<file path="src/rtl/pipe_hazard_pkg.sv">
// Shared constants and helpers for the pipeline hazard controller.
// Hazard priority codes are plain localparams, so they can be seen directly in waveforms and checkers.
package pipe_hazard_pkg;

    localparam int REG_W         = 5;
    localparam int HZ_W          = 3;
    localparam int MD_CYCLES_DEF = 32;
    localparam int CNT_W_DEF     = 6;

    // Winning hazard source in the current cycle, listed from lowest to highest priority
    localparam logic [HZ_W-1:0] HZ_NONE    = 3'd0;
    localparam logic [HZ_W-1:0] HZ_LOADUSE = 3'd1;
    localparam logic [HZ_W-1:0] HZ_MDSTALL = 3'd2;
    localparam logic [HZ_W-1:0] HZ_BRFLUSH = 3'd3;
    localparam logic [HZ_W-1:0] HZ_MEMWAIT = 3'd4;

    typedef logic [REG_W-1:0] reg_num_t;
    typedef logic [HZ_W-1:0]  hz_code_t;

    // A load in EX feeds a source of the ID instruction. Register 0 is hardwired, so it never creates a hazard.
    function automatic logic load_use_hit(input logic     ex_memread,
                                          input reg_num_t ex_rt,
                                          input reg_num_t id_rs,
                                          input reg_num_t id_rt,
                                          input logic     id_uses_rt);
        return ex_memread && (ex_rt != '0) &&
               ((ex_rt == id_rs) || (id_uses_rt && (ex_rt == id_rt)));
    endfunction

endpackage

</file>
<file path="src/rtl/pipe_hazard_ctl_if.sv">
// Bundle between the pipeline datapath (master) and the hazard controller (slave).
//
// Data-memory handshake: mem_req is high while MEM holds an access. mem_ready is high in the
// cycle the memory completes that access. While mem_req=1 and mem_ready=0, the access is
// outstanding, and the whole front of the pipe is held.
// hz_code and md_cnt are debug views of the controller state.
interface pipe_hazard_ctl_if
    import pipe_hazard_pkg::*;
#(
    parameter int CNT_W = CNT_W_DEF
);
    reg_num_t         id_rs;
    reg_num_t         id_rt;
    logic             id_uses_rt;
    reg_num_t         ex_rt;
    logic             ex_memread;
    logic             ex_br_taken;
    logic             id_md_start;
    logic             id_md_read;
    logic             mem_req;
    logic             mem_ready;

    logic             stall_pc;
    logic             stall_d;
    logic             zero_d;
    logic             stall_e;
    logic             zero_e;
    logic             stall_m;
    logic             zero_m;
    logic             zero_w;
    logic             md_busy;
    logic             md_done;

    hz_code_t         hz_code;
    logic [CNT_W-1:0] md_cnt;

    modport master (
        output id_rs, id_rt, id_uses_rt, ex_rt, ex_memread, ex_br_taken,
               id_md_start, id_md_read, mem_req, mem_ready,
        input  stall_pc, stall_d, zero_d, stall_e, zero_e, stall_m, zero_m, zero_w,
               md_busy, md_done, hz_code, md_cnt
    );

    modport slave (
        input  id_rs, id_rt, id_uses_rt, ex_rt, ex_memread, ex_br_taken,
               id_md_start, id_md_read, mem_req, mem_ready,
        output stall_pc, stall_d, zero_d, stall_e, zero_e, stall_m, zero_m, zero_w,
               md_busy, md_done, hz_code, md_cnt
    );

endinterface

</file>
<file path="src/rtl/pipe_hazard_ctl_md_busy_ctr.sv">
// Mult/div occupancy counter. It is loaded when a mult/div leaves ID and counts down to idle.
// The issue cycle itself is the first of the MD_CYCLES latency cycles, so the counter loads MD_CYCLES-1.
// A dependent mfhi/mflo therefore waits MD_CYCLES-1 cycles in ID.
module md_busy_ctr
    import pipe_hazard_pkg::*;
#(
    parameter int MD_CYCLES = MD_CYCLES_DEF,
    parameter int CNT_W     = CNT_W_DEF
) (
    input  logic             clk,
    input  logic             rst_n,
    input  logic             issue,
    output logic             busy,
    output logic             done,
    output logic [CNT_W-1:0] cnt
);

    localparam logic [CNT_W-1:0] LOAD_VAL = CNT_W'(MD_CYCLES - 1);

    // Load on issue, otherwise count down to zero. The counter keeps running while the pipe is held.
    always_ff @(posedge clk or negedge rst_n) begin
        if (!rst_n) begin
            cnt <= '0;
        end else if (issue) begin
            cnt <= LOAD_VAL;
        end else if (cnt != '0) begin
            cnt <= cnt - 1'b1;
        end
    end

    // Busy while counting. Done marks the last busy cycle (count 1 -> 0 on the next edge).
    always_comb begin
        busy = (cnt != '0);
        done = (cnt == CNT_W'(1));
    end

endmodule

</file>
<file path="src/rtl/pipe_hazard_ctl.sv">
// Pipeline hazard controller. It picks a single winning hazard source each cycle and turns it
// into stall/zero controls for the PC, IF/ID, ID/EX, EX/MEM and MEM/WB registers.
// While reset is asserted, and for one cycle after it is released, every pipeline register is zeroed.
module pipe_hazard_ctl
    import pipe_hazard_pkg::*;
#(
    parameter int MD_CYCLES = MD_CYCLES_DEF,
    parameter int CNT_W     = CNT_W_DEF
) (
    input  logic                 clk,
    input  logic                 rst_n,
    pipe_hazard_ctl_if.slave     hz
);

    logic             post_rst;
    logic             flush_all;
    logic             mem_wait;
    logic             load_use;
    logic             md_stall;
    logic             md_issue;
    logic             md_busy_w;
    logic             md_done_w;
    logic [CNT_W-1:0] md_cnt_w;
    hz_code_t         hz_code;

    // Set by reset. Clears on the first edge after release, so the pipe is flushed for one extra cycle.
    always_ff @(posedge clk or negedge rst_n) begin
        if (!rst_n) begin
            post_rst <= 1'b1;
        end else begin
            post_rst <= 1'b0;
        end
    end

    // Raw hazard sources, then a strict priority pick: memory wait > branch > mult/div > load-use.
    always_comb begin
        mem_wait = hz.mem_req && !hz.mem_ready;
        load_use = load_use_hit(hz.ex_memread, hz.ex_rt, hz.id_rs, hz.id_rt, hz.id_uses_rt);
        md_stall = md_busy_w && (hz.id_md_read || hz.id_md_start);
        if (mem_wait) begin
            hz_code = HZ_MEMWAIT;
        end else if (hz.ex_br_taken) begin
            hz_code = HZ_BRFLUSH;
        end else if (md_stall) begin
            hz_code = HZ_MDSTALL;
        end else if (load_use) begin
            hz_code = HZ_LOADUSE;
        end else begin
            hz_code = HZ_NONE;
        end
    end

    // A mult/div only issues when ID really advances, with no hazard and no reset flush.
    // A wrong-path op behind a taken branch is therefore never counted.
    always_comb begin
        flush_all = !rst_n || post_rst;
        md_issue  = !flush_all && (hz_code == HZ_NONE) && hz.id_md_start;
    end

    md_busy_ctr #(
        .MD_CYCLES (MD_CYCLES),
        .CNT_W     (CNT_W)
    ) u_md_busy_ctr (
        .clk   (clk),
        .rst_n (rst_n),
        .issue (md_issue),
        .busy  (md_busy_w),
        .done  (md_done_w),
        .cnt   (md_cnt_w)
    );

    // Map the winning hazard onto register controls. The reset flush overrides everything.
    always_comb begin
        hz.stall_pc = 1'b0;
        hz.stall_d  = 1'b0;
        hz.zero_d   = 1'b0;
        hz.stall_e  = 1'b0;
        hz.zero_e   = 1'b0;
        hz.stall_m  = 1'b0;
        hz.zero_m   = 1'b0;
        hz.zero_w   = 1'b0;
        if (flush_all) begin
            hz.zero_d = 1'b1;
            hz.zero_e = 1'b1;
            hz.zero_m = 1'b1;
            hz.zero_w = 1'b1;
        end else begin
            case (hz_code)
                HZ_MEMWAIT: begin
                    // Hold everything up to EX/MEM. MEM/WB drains with a bubble.
                    hz.stall_pc = 1'b1;
                    hz.stall_d  = 1'b1;
                    hz.stall_e  = 1'b1;
                    hz.stall_m  = 1'b1;
                    hz.zero_w   = 1'b1;
                end
                HZ_BRFLUSH: begin
                    // Squash the two wrong-path instructions in IF/ID and ID/EX.
                    hz.zero_d = 1'b1;
                    hz.zero_e = 1'b1;
                end
                HZ_MDSTALL, HZ_LOADUSE: begin
                    // Keep the instruction in ID and insert a bubble into EX.
                    hz.stall_pc = 1'b1;
                    hz.stall_d  = 1'b1;
                    hz.zero_e   = 1'b1;
                end
                default: begin
                end
            endcase
        end
    end

    // Status and debug views of the controller state.
    always_comb begin
        hz.md_busy = md_busy_w;
        hz.md_done = md_done_w;
        hz.md_cnt  = md_cnt_w;
        hz.hz_code = hz_code;
    end

endmodule

</file>
<file path="src/flat_wrapper.sv">
// flat-port wrapper written by rule: the top's interface ports become plain ports
module pipe_hazard_ctl_flat import pipe_hazard_pkg::*;
#(
    parameter int MD_CYCLES = MD_CYCLES_DEF,
    parameter int CNT_W     = CNT_W_DEF
)
  (clk, rst_n, hz_id_rs, hz_id_rt, hz_id_uses_rt, hz_ex_rt, hz_ex_memread, hz_ex_br_taken, hz_id_md_start, hz_id_md_read, hz_mem_req, hz_mem_ready, hz_stall_pc, hz_stall_d, hz_zero_d, hz_stall_e, hz_zero_e, hz_stall_m, hz_zero_m, hz_zero_w, hz_md_busy, hz_md_done, hz_hz_code, hz_md_cnt);
  pipe_hazard_ctl_if #(.CNT_W(CNT_W)) hz_i ();
  input  logic clk;
  input  logic rst_n;
  input wire logic [$bits(hz_i.id_rs)-1:0] hz_id_rs;
  input wire logic [$bits(hz_i.id_rt)-1:0] hz_id_rt;
  input wire logic [$bits(hz_i.id_uses_rt)-1:0] hz_id_uses_rt;
  input wire logic [$bits(hz_i.ex_rt)-1:0] hz_ex_rt;
  input wire logic [$bits(hz_i.ex_memread)-1:0] hz_ex_memread;
  input wire logic [$bits(hz_i.ex_br_taken)-1:0] hz_ex_br_taken;
  input wire logic [$bits(hz_i.id_md_start)-1:0] hz_id_md_start;
  input wire logic [$bits(hz_i.id_md_read)-1:0] hz_id_md_read;
  input wire logic [$bits(hz_i.mem_req)-1:0] hz_mem_req;
  input wire logic [$bits(hz_i.mem_ready)-1:0] hz_mem_ready;
  output wire logic [$bits(hz_i.stall_pc)-1:0] hz_stall_pc;
  output wire logic [$bits(hz_i.stall_d)-1:0] hz_stall_d;
  output wire logic [$bits(hz_i.zero_d)-1:0] hz_zero_d;
  output wire logic [$bits(hz_i.stall_e)-1:0] hz_stall_e;
  output wire logic [$bits(hz_i.zero_e)-1:0] hz_zero_e;
  output wire logic [$bits(hz_i.stall_m)-1:0] hz_stall_m;
  output wire logic [$bits(hz_i.zero_m)-1:0] hz_zero_m;
  output wire logic [$bits(hz_i.zero_w)-1:0] hz_zero_w;
  output wire logic [$bits(hz_i.md_busy)-1:0] hz_md_busy;
  output wire logic [$bits(hz_i.md_done)-1:0] hz_md_done;
  output wire logic [$bits(hz_i.hz_code)-1:0] hz_hz_code;
  output wire logic [$bits(hz_i.md_cnt)-1:0] hz_md_cnt;
  assign hz_i.id_rs = hz_id_rs;
  assign hz_i.id_rt = hz_id_rt;
  assign hz_i.id_uses_rt = hz_id_uses_rt;
  assign hz_i.ex_rt = hz_ex_rt;
  assign hz_i.ex_memread = hz_ex_memread;
  assign hz_i.ex_br_taken = hz_ex_br_taken;
  assign hz_i.id_md_start = hz_id_md_start;
  assign hz_i.id_md_read = hz_id_md_read;
  assign hz_i.mem_req = hz_mem_req;
  assign hz_i.mem_ready = hz_mem_ready;
  assign hz_stall_pc = hz_i.stall_pc;
  assign hz_stall_d = hz_i.stall_d;
  assign hz_zero_d = hz_i.zero_d;
  assign hz_stall_e = hz_i.stall_e;
  assign hz_zero_e = hz_i.zero_e;
  assign hz_stall_m = hz_i.stall_m;
  assign hz_zero_m = hz_i.zero_m;
  assign hz_zero_w = hz_i.zero_w;
  assign hz_md_busy = hz_i.md_busy;
  assign hz_md_done = hz_i.md_done;
  assign hz_hz_code = hz_i.hz_code;
  assign hz_md_cnt = hz_i.md_cnt;
  pipe_hazard_ctl #(.MD_CYCLES(MD_CYCLES), .CNT_W(CNT_W)) u_core (.clk(clk), .rst_n(rst_n), .hz(hz_i));
endmodule
</file>
<file path="config.mk">
export PLATFORM = sky130hd
export DESIGN_NAME = pipe_hazard_ctl_flat
export DESIGN_NICKNAME = d
export VERILOG_FILES = /design/src/rtl/pipe_hazard_pkg.sv /design/src/rtl/pipe_hazard_ctl_if.sv /design/src/rtl/pipe_hazard_ctl_md_busy_ctr.sv /design/src/rtl/pipe_hazard_ctl.sv /design/src/flat_wrapper.sv
export SDC_FILE = /design/constraint.sdc
export NUM_CORES = 1
export LEC_CHECK = 0
export CAP_MARGIN = 25
export CORE_MARGIN = 2
export CORE_UTILIZATION = 37
export DETAILED_ROUTE_END_ITERATION = 10
export PLACE_DENSITY = 0.84
export SKIP_LAST_GASP = 1
export SYNTH_ARGS = -nofsm -noshare
export SYNTH_HDL_FRONTEND = slang
export SYNTH_SLANG_ARGS = --single-unit
export TNS_END_PERCENT = 10
</file>
<file path="constraint.sdc">
create_clock -name clk -period 2.7 [get_ports clk]
set_input_delay 0.54 -clock clk [delete_from_list [all_inputs] [get_ports clk]]
set_output_delay 0.54 -clock clk [all_outputs]
set_load 0.03 [all_outputs]
</file>
==> impl_metrics.tcl <==
set metrics [dict create \
    worstPathMaxFanout 5 \
    rows 16 \
    critPathLaunch "hz_mem_ready" \
    layout_common_cells "clkdlybuf4s50_1, buf_4, xnor2_1, a21oi_1" \
    yosys_warnings 0 \
    synth_area_leaders "dfrtp_1, xnor2_1, a21oi_1, ha_1, nor3_1" \
    yosys.area.top_type "dfrtp_1" \
    drt-total-wl_um 2170 \
    r2r_cells 6 \
    port_buffers 42 \
    crit_path_end_kind "output pin" \
    postPlaceCellArea_um2 1270 \
    hp-class "register to register" \
    maxCapViolations 0 \
    setup_tns_ns 0 \
    gp_congestion 0.826 \
    wire_per_inst_um 12.5 \
    whs_ns 0.597 \
    cp.arrival_ns 2.07 \
    r2r-start "u_core.u_md_busy_ctr.cnt[2]$_DFFE_PN0P_" \
    drt-initial-drc-count 6 \
    synth_edf_count 0 \
    crit_end "hz_hz_code[2]" \
    synth_ff_type "dfrtp_1" \
    synthesis.nets 112 \
    initial_core_util_pct 38.2 \
    required_ns 2.16 \
    syn_to_final_growth_pct 82.8 \
    clock-sinks 7 \
    fin_worst_skew_ns 0.00218 \
    worstMarginPinSlew_ns 0.530 \
    maxSlewHeadroom_pct 64.6 \
    startpoint_type "input port" \
    htree_levels 1 \
    clk_latency_ns 0.24 \
    place_ws_ns -0.469 \
    fin_util_pct 69.9 \
    outcome "finished clean" \
    timing.rr.end "u_core.u_md_busy_ctr.cnt[0]$_DFFE_PN0P_" \
    route.detailed.drc 0 \
    finalMaxSlewViolations 0 \
    cts_buffer_depth 2 \
    finalInstanceArea_um2 1330 \
    synth.distinct_cells 35 \
    synth.ff_latch_count 7 \
    ios 43 \
    die_y_um 48.3 \
    finalSetupViolations 0 \
    ff2ff_setup_slack_ns 0.90 \
    layoutNonFillerInstCount 173 \
    grt_max_degree 8 \
    crit_type "input port to output pin" \
    period_share_pct 96.8 \
    async_flop_share_pct 100 \
    hpwl_um 1840 \
    max_freq_ghz 0.383 \
    tritoncts "built" \
    num_vias 827 \
    dp_cells 168 \
    hold_viol 0 \
    dieArea_um2 2340 \
    synthCells 85 \
    vias_per_cell 4.78 \
    diodes 0 \
    drt-pass1-iter-count 4 \
    p_total_mw 0.962 \
    final_common_cell "clkdlybuf4s50_1" \
    power.density_nw_per_um2 724 \
    leakage_nw 0.603 \
    fin_ws_ns 0.0870 \
    syn_area_per_cell_um2 8.55 \
    synth_area_um2 727 \
    die_x_um 48.3 \
    layout-drive-gt1-share_pct 26.0 \
    clkSlewWorstSetupHoldPaths_ns 0.04 \
    ctsRootBufferMaster "clkbuf_4" \
    antenna_found_initial 0 \
    synth_top_area_share_pct 20.7 \
    rsz0062_at_grt "no" \
    yosysSeqAreaShare_pct 24.3 \
    fin_crit_ns 2.61 \
    fin_nets 174 \
    grt_pass1_vias 820 \
    coreArea_um2 1900 \
    grtUsageTotal_pct 19.4 \
    ir_drop_uv 674 \
    numCtsBuffers 3 \
    grt_pass1_wl_um 3600 \
    final_antenna_net_count 0 \
    grt-ovfl-total 0 \
]
[cells by family (layout without fill, tap and decap cells)]
logic type | Yosys count | in the layout | synth area share (%)
AO/OA/AOI/OAI | 20 | 20 | 20.7
XOR/XNOR | 12 | 12 | 14.5
adder cells (fa/ha/maj) | 3 | 3 | 5.16
buffers and inverters | 9 | 70 | 6.37
flip-flops | 7 | 7 | 24.3
multiplexers | 2 | 2 | 2.75
other | 1 | 1 | 0.516
AND/OR/NAND/NOR | 31 | 31 | 25.8
[power breakdown]
| part | switching (mW) | total (mW) | internal (mW) |
|---|---|---|---|
| Combinational | 0.349 | 0.651 | 0.301 |
| Sequential | 0.0684 | 0.223 | 0.155 |
| Clock | 0.0322 | 0.0882 | 0.0560 |
| Total | 0.450 | 0.962 | 0.512 |
[worst min path at each step]
stage	slack [ns]	from	to	cells past startpoint
floorplan	0.24	rst_n	u_core.u_md_busy_ctr.cnt[0]$_DFFE_PN0P_	0
global placement	0.57	u_core.u_md_busy_ctr.cnt[5]$_DFFE_PN0P_	u_core.u_md_busy_ctr.cnt[5]$_DFFE_PN0P_	1
detailed placement	0.59	u_core.u_md_busy_ctr.cnt[5]$_DFFE_PN0P_	u_core.u_md_busy_ctr.cnt[5]$_DFFE_PN0P_	1
CTS	0.60	u_core.u_md_busy_ctr.cnt[5]$_DFFE_PN0P_	u_core.u_md_busy_ctr.cnt[5]$_DFFE_PN0P_	1
global route	0.62	rst_n	u_core.u_md_busy_ctr.cnt[5]$_DFFE_PN0P_	2
finish	0.60	u_core.u_md_busy_ctr.cnt[5]$_DFFE_PN0P_	u_core.u_md_busy_ctr.cnt[5]$_DFFE_PN0P_	1
[area by class of cell]
class / instances / area, µm²
fill: 139 / 573
timing repair buffer: 61 / 569
multi-input combinational: 69 / 504
sequential: 7 / 176
tap: 27 / 33.8
clock buffer: 4 / 26.3
inverter: 5 / 18.8
[repair_timing]
action / 4_1_cts / 5_1_grt
pin swaps: 3 / 3
resized for setup: 11 / 4
hold buffers: 0 / 0
buffers inserted: 1 / 0
endpoints found under the setup margin: 4 / 4
[cell usage after synthesis, types with 2 or more instances]
library cell / count
ha_1: 3
mux2i_1: 2
nor3_1: 6
nor2_1: 6
a21oi_1: 8
nor2b_1: 2
dfrtp_1: 6
a211oi_1: 3
xnor2_1: 10
xor2_1: 2
a21o_1: 2
buf_4: 3
inv_1: 5
nand2_1: 6
[worst max-delay path, cell delays in order]
cell,delay [ns]
clkdlybuf4s50_1,0.39
nand2b_2,0.21
buf_4,0.17
inv_1,0.08
clkdlybuf4s50_1,0.68
[flip-flops by register name (all words and copies together) (netlist names)]
register / cells
u_core.post_rst: 1
u_core.u_md_busy_ctr.cnt: 6
[per-layer routing]
metal / vias up / global-route usage [%] / routed length [µm]
met5: - / 0 / 0
met4: 0 / 8.57 / 25
met3: 4 / 4.01 / 117
met2: 29 / 35.6 / 1190
met1: 378 / 21.5 / 837
li1: 416 / - / -
Note: power is estimated with default switching activity, not from simulation.
